==> src/rtl/timer_pkg.sv <==
// Shared types and constants for the countdown timer: FSM states, count limits,
// and the active-low seven-segment codes {g,f,e,d,c,b,a}.
package timer_pkg;

  typedef enum logic [1:0] {
    IDLE  = 2'd0,
    RUN   = 2'd1,
    PAUSE = 2'd2,
    DONE  = 2'd3
  } state_t;

  localparam logic [6:0] MAX_MIN = 7'd59;
  localparam logic [6:0] MAX_SEC = 7'd59;
  localparam logic [6:0] MAX_CS  = 7'd99;

  localparam logic [6:0] SEG_ZERO  = 7'b1000000;
  localparam logic [6:0] SEG_BLANK = 7'h7F;

  function automatic logic [6:0] seg7(input logic [3:0] digit);
    logic [6:0] code;
    case (digit)
      4'd0:    code = SEG_ZERO;
      4'd1:    code = 7'b1111001;
      4'd2:    code = 7'b0100100;
      4'd3:    code = 7'b0110000;
      4'd4:    code = 7'b0011001;
      4'd5:    code = 7'b0010010;
      4'd6:    code = 7'b0000010;
      4'd7:    code = 7'b1111000;
      4'd8:    code = 7'b0000000;
      4'd9:    code = 7'b0010000;
      default: code = SEG_BLANK;
    endcase
    return code;
  endfunction

  function automatic logic [6:0] clamp(input logic [6:0] value, input logic [6:0] limit);
    return (value > limit) ? limit : value;
  endfunction

endpackage

==> src/rtl/timer_seg7_pair.sv <==
// Splits a 0..99 binary value into tens/units and drives two active-low digits;
// blank forces both digits dark.
module timer_seg7_pair
  import timer_pkg::*;
(
  input  logic [6:0] value,
  input  logic       blank,
  output logic [6:0] tens,
  output logic [6:0] units
);

  always_comb begin
    tens  = blank ? SEG_BLANK : seg7(4'(value / 7'd10));
    units = blank ? SEG_BLANK : seg7(4'(value % 7'd10));
  end

endmodule

==> src/rtl/top_countdown_timer.sv <==
// Countdown timer: loads an mm:ss preset, counts down in centiseconds on new_clk,
// raises done at 00:00.00. Define TIMER_ALARM_BLINK_EN to blink the digits in DONE.
//
// state | meaning
// IDLE  | preset loaded or cleared, waiting for start
// RUN   | prescaler running, one centisecond off per TICK_DIV cycles
// PAUSE | prescaler and count frozen
// DONE  | reached zero, waiting for start (ack) or load
module top_countdown_timer
  import timer_pkg::*;
#(
  parameter int TICK_DIV    = 10,
  parameter int BLINK_TICKS = 25
) (
  input  logic       rst,
  input  logic       new_clk,
  input  logic       start_stop,
  input  logic       load,
  input  logic [6:0] set_min,
  input  logic [6:0] set_sec,
  output logic [6:0] h10,
  output logic [6:0] h1,
  output logic [6:0] m10,
  output logic [6:0] m1,
  output logic [6:0] s10,
  output logic [6:0] s1,
  output logic       running,
  output logic       done
);

  if (TICK_DIV < 1 || TICK_DIV > 128 || BLINK_TICKS < 1 || BLINK_TICKS > 256) begin : g_param_check
    $error("top_countdown_timer: TICK_DIV must be 1..128 and BLINK_TICKS 1..256");
  end

  logic   ss_meta, ss_sync, ss_prev;
  logic   ld_meta, ld_sync, ld_prev;
  logic   start_edge, load_edge;
  state_t state;
  logic [6:0] min_r, sec_r, cs_r, presc;
  logic   tick, count_zero, last_cs, reload, blank;
`ifdef TIMER_ALARM_BLINK_EN
  logic [7:0] blink_cnt;
  logic       blink_on;
`endif

  always_ff @(posedge new_clk or negedge rst) begin
    if (!rst) begin
      ss_meta <= 1'b0;
      ss_sync <= 1'b0;
      ss_prev <= 1'b0;
      ld_meta <= 1'b0;
      ld_sync <= 1'b0;
      ld_prev <= 1'b0;
    end else begin
      ss_meta <= start_stop;
      ss_sync <= ss_meta;
      ss_prev <= ss_sync;
      ld_meta <= load;
      ld_sync <= ld_meta;
      ld_prev <= ld_sync;
    end
  end

  assign start_edge = ss_sync & ~ss_prev;
  assign load_edge  = ld_sync & ~ld_prev;
  assign tick       = (presc == 7'(TICK_DIV - 1));
  assign count_zero = (min_r == 7'd0) && (sec_r == 7'd0) && (cs_r == 7'd0);
  assign last_cs    = (min_r == 7'd0) && (sec_r == 7'd0) && (cs_r == 7'd1);
  // Load beats start everywhere except RUN, where load is ignored outright.
  assign reload     = load_edge && (state != RUN);

  always_ff @(posedge new_clk or negedge rst) begin
    if (!rst) begin
      state   <= IDLE;
      min_r   <= 7'd0;
      sec_r   <= 7'd0;
      cs_r    <= 7'd0;
      presc   <= 7'd0;
      running <= 1'b0;
      done    <= 1'b0;
`ifdef TIMER_ALARM_BLINK_EN
      blink_cnt <= 8'd0;
      blink_on  <= 1'b0;
`endif
    end else if (reload) begin
      state   <= IDLE;
      min_r   <= clamp(set_min, MAX_MIN);
      sec_r   <= clamp(set_sec, MAX_SEC);
      cs_r    <= 7'd0;
      presc   <= 7'd0;
      running <= 1'b0;
      done    <= 1'b0;
    end else begin
      case (state)
        IDLE: begin
          if (start_edge && !count_zero) begin
            state   <= RUN;
            running <= 1'b1;
          end
        end
        RUN: begin
          if (start_edge) begin
            state   <= PAUSE;
            running <= 1'b0;
          end else if (tick) begin
            presc <= 7'd0;
            if (cs_r != 7'd0) begin
              cs_r <= cs_r - 7'd1;
            end else begin
              cs_r <= MAX_CS;
              if (sec_r != 7'd0) begin
                sec_r <= sec_r - 7'd1;
              end else begin
                sec_r <= MAX_SEC;
                min_r <= min_r - 7'd1;
              end
            end
            if (last_cs) begin
              state   <= DONE;
              running <= 1'b0;
              done    <= 1'b1;
`ifdef TIMER_ALARM_BLINK_EN
              blink_cnt <= 8'd0;
              blink_on  <= 1'b0;
`endif
            end
          end else begin
            presc <= presc + 7'd1;
          end
        end
        PAUSE: begin
          if (start_edge) begin
            state   <= RUN;
            running <= 1'b1;
          end
        end
        DONE: begin
          if (start_edge) begin
            state <= IDLE;
            done  <= 1'b0;
            presc <= 7'd0;
          end
`ifdef TIMER_ALARM_BLINK_EN
          else if (tick) begin
            presc <= 7'd0;
            if (blink_cnt == 8'(BLINK_TICKS - 1)) begin
              blink_cnt <= 8'd0;
              blink_on  <= ~blink_on;
            end else begin
              blink_cnt <= blink_cnt + 8'd1;
            end
          end else begin
            presc <= presc + 7'd1;
          end
`endif
        end
        default: state <= IDLE;
      endcase
    end
  end

`ifdef TIMER_ALARM_BLINK_EN
  assign blank = (state == DONE) && !blink_on;
`else
  assign blank = 1'b0;
`endif

  timer_seg7_pair u_min (.value(min_r), .blank(blank), .tens(h10), .units(h1));
  timer_seg7_pair u_sec (.value(sec_r), .blank(blank), .tens(m10), .units(m1));
  timer_seg7_pair u_cs  (.value(cs_r),  .blank(blank), .tens(s10), .units(s1));

endmodule

==> config.mk <==
export PLATFORM = sky130hd
export DESIGN_NAME = top_countdown_timer
export DESIGN_NICKNAME = d
export VERILOG_FILES = /design/src/rtl/timer_pkg.sv /design/src/rtl/timer_seg7_pair.sv /design/src/rtl/top_countdown_timer.sv
export SDC_FILE = /design/constraint.sdc
export NUM_CORES = 1
export LEC_CHECK = 0
export BUFFER_PORTS_ARGS = -buffer_cell sky130_fd_sc_hd__buf_2
export CORE_AREA = 2 2 102 104
export CTS_CLUSTER_DIAMETER = 200
export CTS_CLUSTER_SIZE = 16
export DETAILED_ROUTE_END_ITERATION = 16
export DIE_AREA = 0 0 104 106
export PLACE_DENSITY_LB_ADDON = 0.08
export SYNTH_ARGS = -nofsm -noshare
export SYNTH_HDL_FRONTEND = slang
export SYNTH_SLANG_ARGS = --single-unit
==> constraint.sdc <==
create_clock -name new_clk -period 3.95 [get_ports new_clk]
set_input_delay 0 -clock new_clk [delete_from_list [all_inputs] [get_ports new_clk]]
set_output_delay 0 -clock new_clk [all_outputs]
set_load 0.02 [all_outputs]
==> results.toml <==
[run_status]
status = "finished, final reports clean"

[hold_path]
worst_hold_path_type = "in2reg"

[setup_path]
worstSetupEndpoint = "m1[6]"
cp.depth = 14
cp_top_family = "compound AO/OA/AOI/OAI gates"
critPathMaxFanout = 13
critPathLaunchType = "flip-flop"
r2r_slack_ns = 1.44
crit_start = "sec_r[5]$_DFFE_PN0P_"
worst-path-buf-inv = 3
cp_slowest_cell = "or4b_1"
r2r_cells = 7
crit_arrival_ns = 3.74
cp_cell_sequence = "buf_4 -> o21ai_0 -> a21oi_1 -> o221a_2 -> ha_1 -> a221o_1 -> o221ai_4 -> inv_6 -> xnor2_2 -> ha_2 -> a22oi_2 -> o22ai_1 -> or4b_1 -> buf_2"
end_kind = "output port"
cp.required_ns = 3.95
critPathMaxStageDelay_ns = 0.56
rr_endpoint = "min_r[6]$_DFFE_PN0P_"
crit_type = "reg2out"
r2r-start = "cs_r[2]$_DFFE_PN0P_"

[synth]
synth_area_per_cell_um2 = 7.65
synth_top_area_share_pct = 19.8
synth-seq-cells = 38
ys_warn_count = 0
synthCells = 628
yosys_most_used_dff = "dfrtp_1"
synthTopCellsByArea = "dfrtp_1 (20%), ha_1 (12%), a21oi_1 (6.4%), o21ai_0 (4.8%), nor2_1 (4.5%)"
synth_largest_area_cell = "dfrtp_1"
syn_area_um2 = 4810
synth_seq_area_share_pct = 19.8
synth_nets = 691
synthArstFlopShare_pct = 100
synth.distinct_cells = 77
synth_edf_count = 0

[floorplanning]
die_x_um = 104
core_um2 = 10000
initial_core_util_pct = 48.1
die-height_um = 106
num_rows = 37
ios = 62
die_area_um2 = 11000

[clock_tree]
cts_tree = "yes"
clockRootBuffer = "clkbuf_8"
cts_max_level = 2
clk_pin_slew_ns = 0.08
numClockSinks = 38
worstSkewPairLatency_ns = 0.29
clockBufferDepth = 2
numCtsBuffers = 5

[timing]
fin_worst_skew_ns = 0.00867
final.setup.tns_ns = 0
setup-violations-final = 0
fin_crit_sh_pct = 94.6
rsz0062_at_grt = "no"
slew_viol_final = 0
hold_viol = 0
period_needed_ns = 3.74
worst_pin_slew_ns = 0.852
fmax_mhz = 268
slew_headroom_pct = 43.2

[layout]
final_core_util_pct = 54.5
final_cell_mix = "a21oi_1 (61), buf_2 (61), nor2_1 (56)"
num-nets-final = 747
area_delta_synth_final_pct = 13.4
fillers = 953
drive_above_1_share_pct = 20.3
diodes = 0

[placed_design]
place.gp.congestion = 0.873
port_buffers = 61
dp_hpwl_um = 8850

[routing]
drc = 0
avgViaCountPerCell = 5.85
postRouteAntennaNets = 0
vias = 4799
drt_iter0_markers = 355
dr.pass1.iters = 5
routedWlPerCell_um = 14.3
totalWireLength_um = 11700

[job]
drv_cap = 0

[grt]
grt_max_degree = 39
grt_pass1_wl_um = 20000
grt_usage_pct = 21.1
antenna_found_initial = 0
grt_pass1_vias = 4349
grt-ovfl-total = 0
## worst register-to-register path, delay by kind of cell, from the launching register on
kind | cells | cell delay, ns
xor gates and xnor gates | 1 | 0.16
and+or+nand+nor | 5 | 1.44
DFF | 1 | 0.54
AOI/OAI and AO/OA | 1 | 0.26
## sequential cells by signal (all words and copies together), names as in the netlist
name and flops:
state 2, ss_sync 1, cs_r 7, ld_prev 1, ld_meta 1, done 1, min_r 7, sec_r 7
running 1, ss_prev 1, presc 7, ld_sync 1, ss_meta 1
## stage by stage
stage / hold slack (ns) / setup WS (ns) / instance area, um^2 / instances
detailed placement: 0.109 / 0.384 / 5230 / 805
CTS: 0.0189 / 0.0527 / 5380 / 819
global placement: 0.108 / 0.493 / 5230 / 805
global route: 0.0286 / 0.0328 / 5450 / 821
floorplan: -0.296 / 0.497 / 4810 / 628
finish: 0.0263 / 0.214 / 5450 / 821
## cell families (layout without fill, tap and decap cells)
| group | count (synthesis) | after routing | share of synthesized area, % |
|---|---|---|---|
| buf+inv | 71 | 128 | 6.61 |
| simple gates | 214 | 214 | 22.5 |
| xor+xnor | 16 | 16 | 2.92 |
| fa+ha+maj | 45 | 45 | 11.7 |
| mux | 20 | 20 | 4.76 |
| flops | 38 | 38 | 19.8 |
| compound gates | 224 | 224 | 31.7 |
## final cells by class
class,instances,area [um^2],area share (%)
sequential,38,957,17.6
multi-input combinational,519,3580,65.7
clock buffer,6,82.6,1.52
clock inverter,2,12.5,0.230
tap,136,170,3.12
timing repair buffer,87,515,9.46
inverter,33,129,2.37
## worst min path at each step
stage                           from                    to  slack, ns  cells past startpoint
after CTS                 set_min[5]  min_r[5]$_DFFE_PN0P_       0.02                      3
after global routing      set_min[5]  min_r[5]$_DFFE_PN0P_       0.03                      3
final                     set_min[5]  min_r[5]$_DFFE_PN0P_       0.03                      3
after floorplan                  rst   cs_r[0]$_DFFE_PN0P_      -0.30                      0
after global placement          load     ld_meta$_DFF_PN0_       0.11                      1
after detailed placement  start_stop     ss_meta$_DFF_PN0_       0.11                      1
## metal layers
layer | routed length, um | global-route usage (%) | vias to the layer above
li1 | - | - | 2427
met1 | 5590 | 29.5 | 2234
met2 | 5540 | 35.4 | 127
met3 | 513 | 2.88 | 11
met4 | 79 | 3.76 | 0
met5 | 0 | 0 | -
## cells in the mapped netlist (all sizes together), types with 5 or more instances
cell type and count:
nand4 6, dfrtp 38, a32oi 9, nor2b 17, xnor2 11, a22oi 14
o21ai 50, o21a 7, inv 33, xor2 5, ha 45, o31ai 7
nand2b 17, nand3 18, mux2i 13, buf 20, nor3 19, mux2 7
clkbuf 18, a22o 5, a31oi 9, a211oi 5, o221a 5, nor2 58
a21oi 61, o211ai 6, a21o 9, nand2 48
## what timing repair did
action,CTS,global route
setup endpoints to repair,0,7
hold endpoints to repair,43,0
buffers inserted,0,2
resized for setup,0,17
hold buffers,6,0
Power is not shown: default switching activity piles up to over one toggle a cycle in this logic, so the estimate is an artifact.
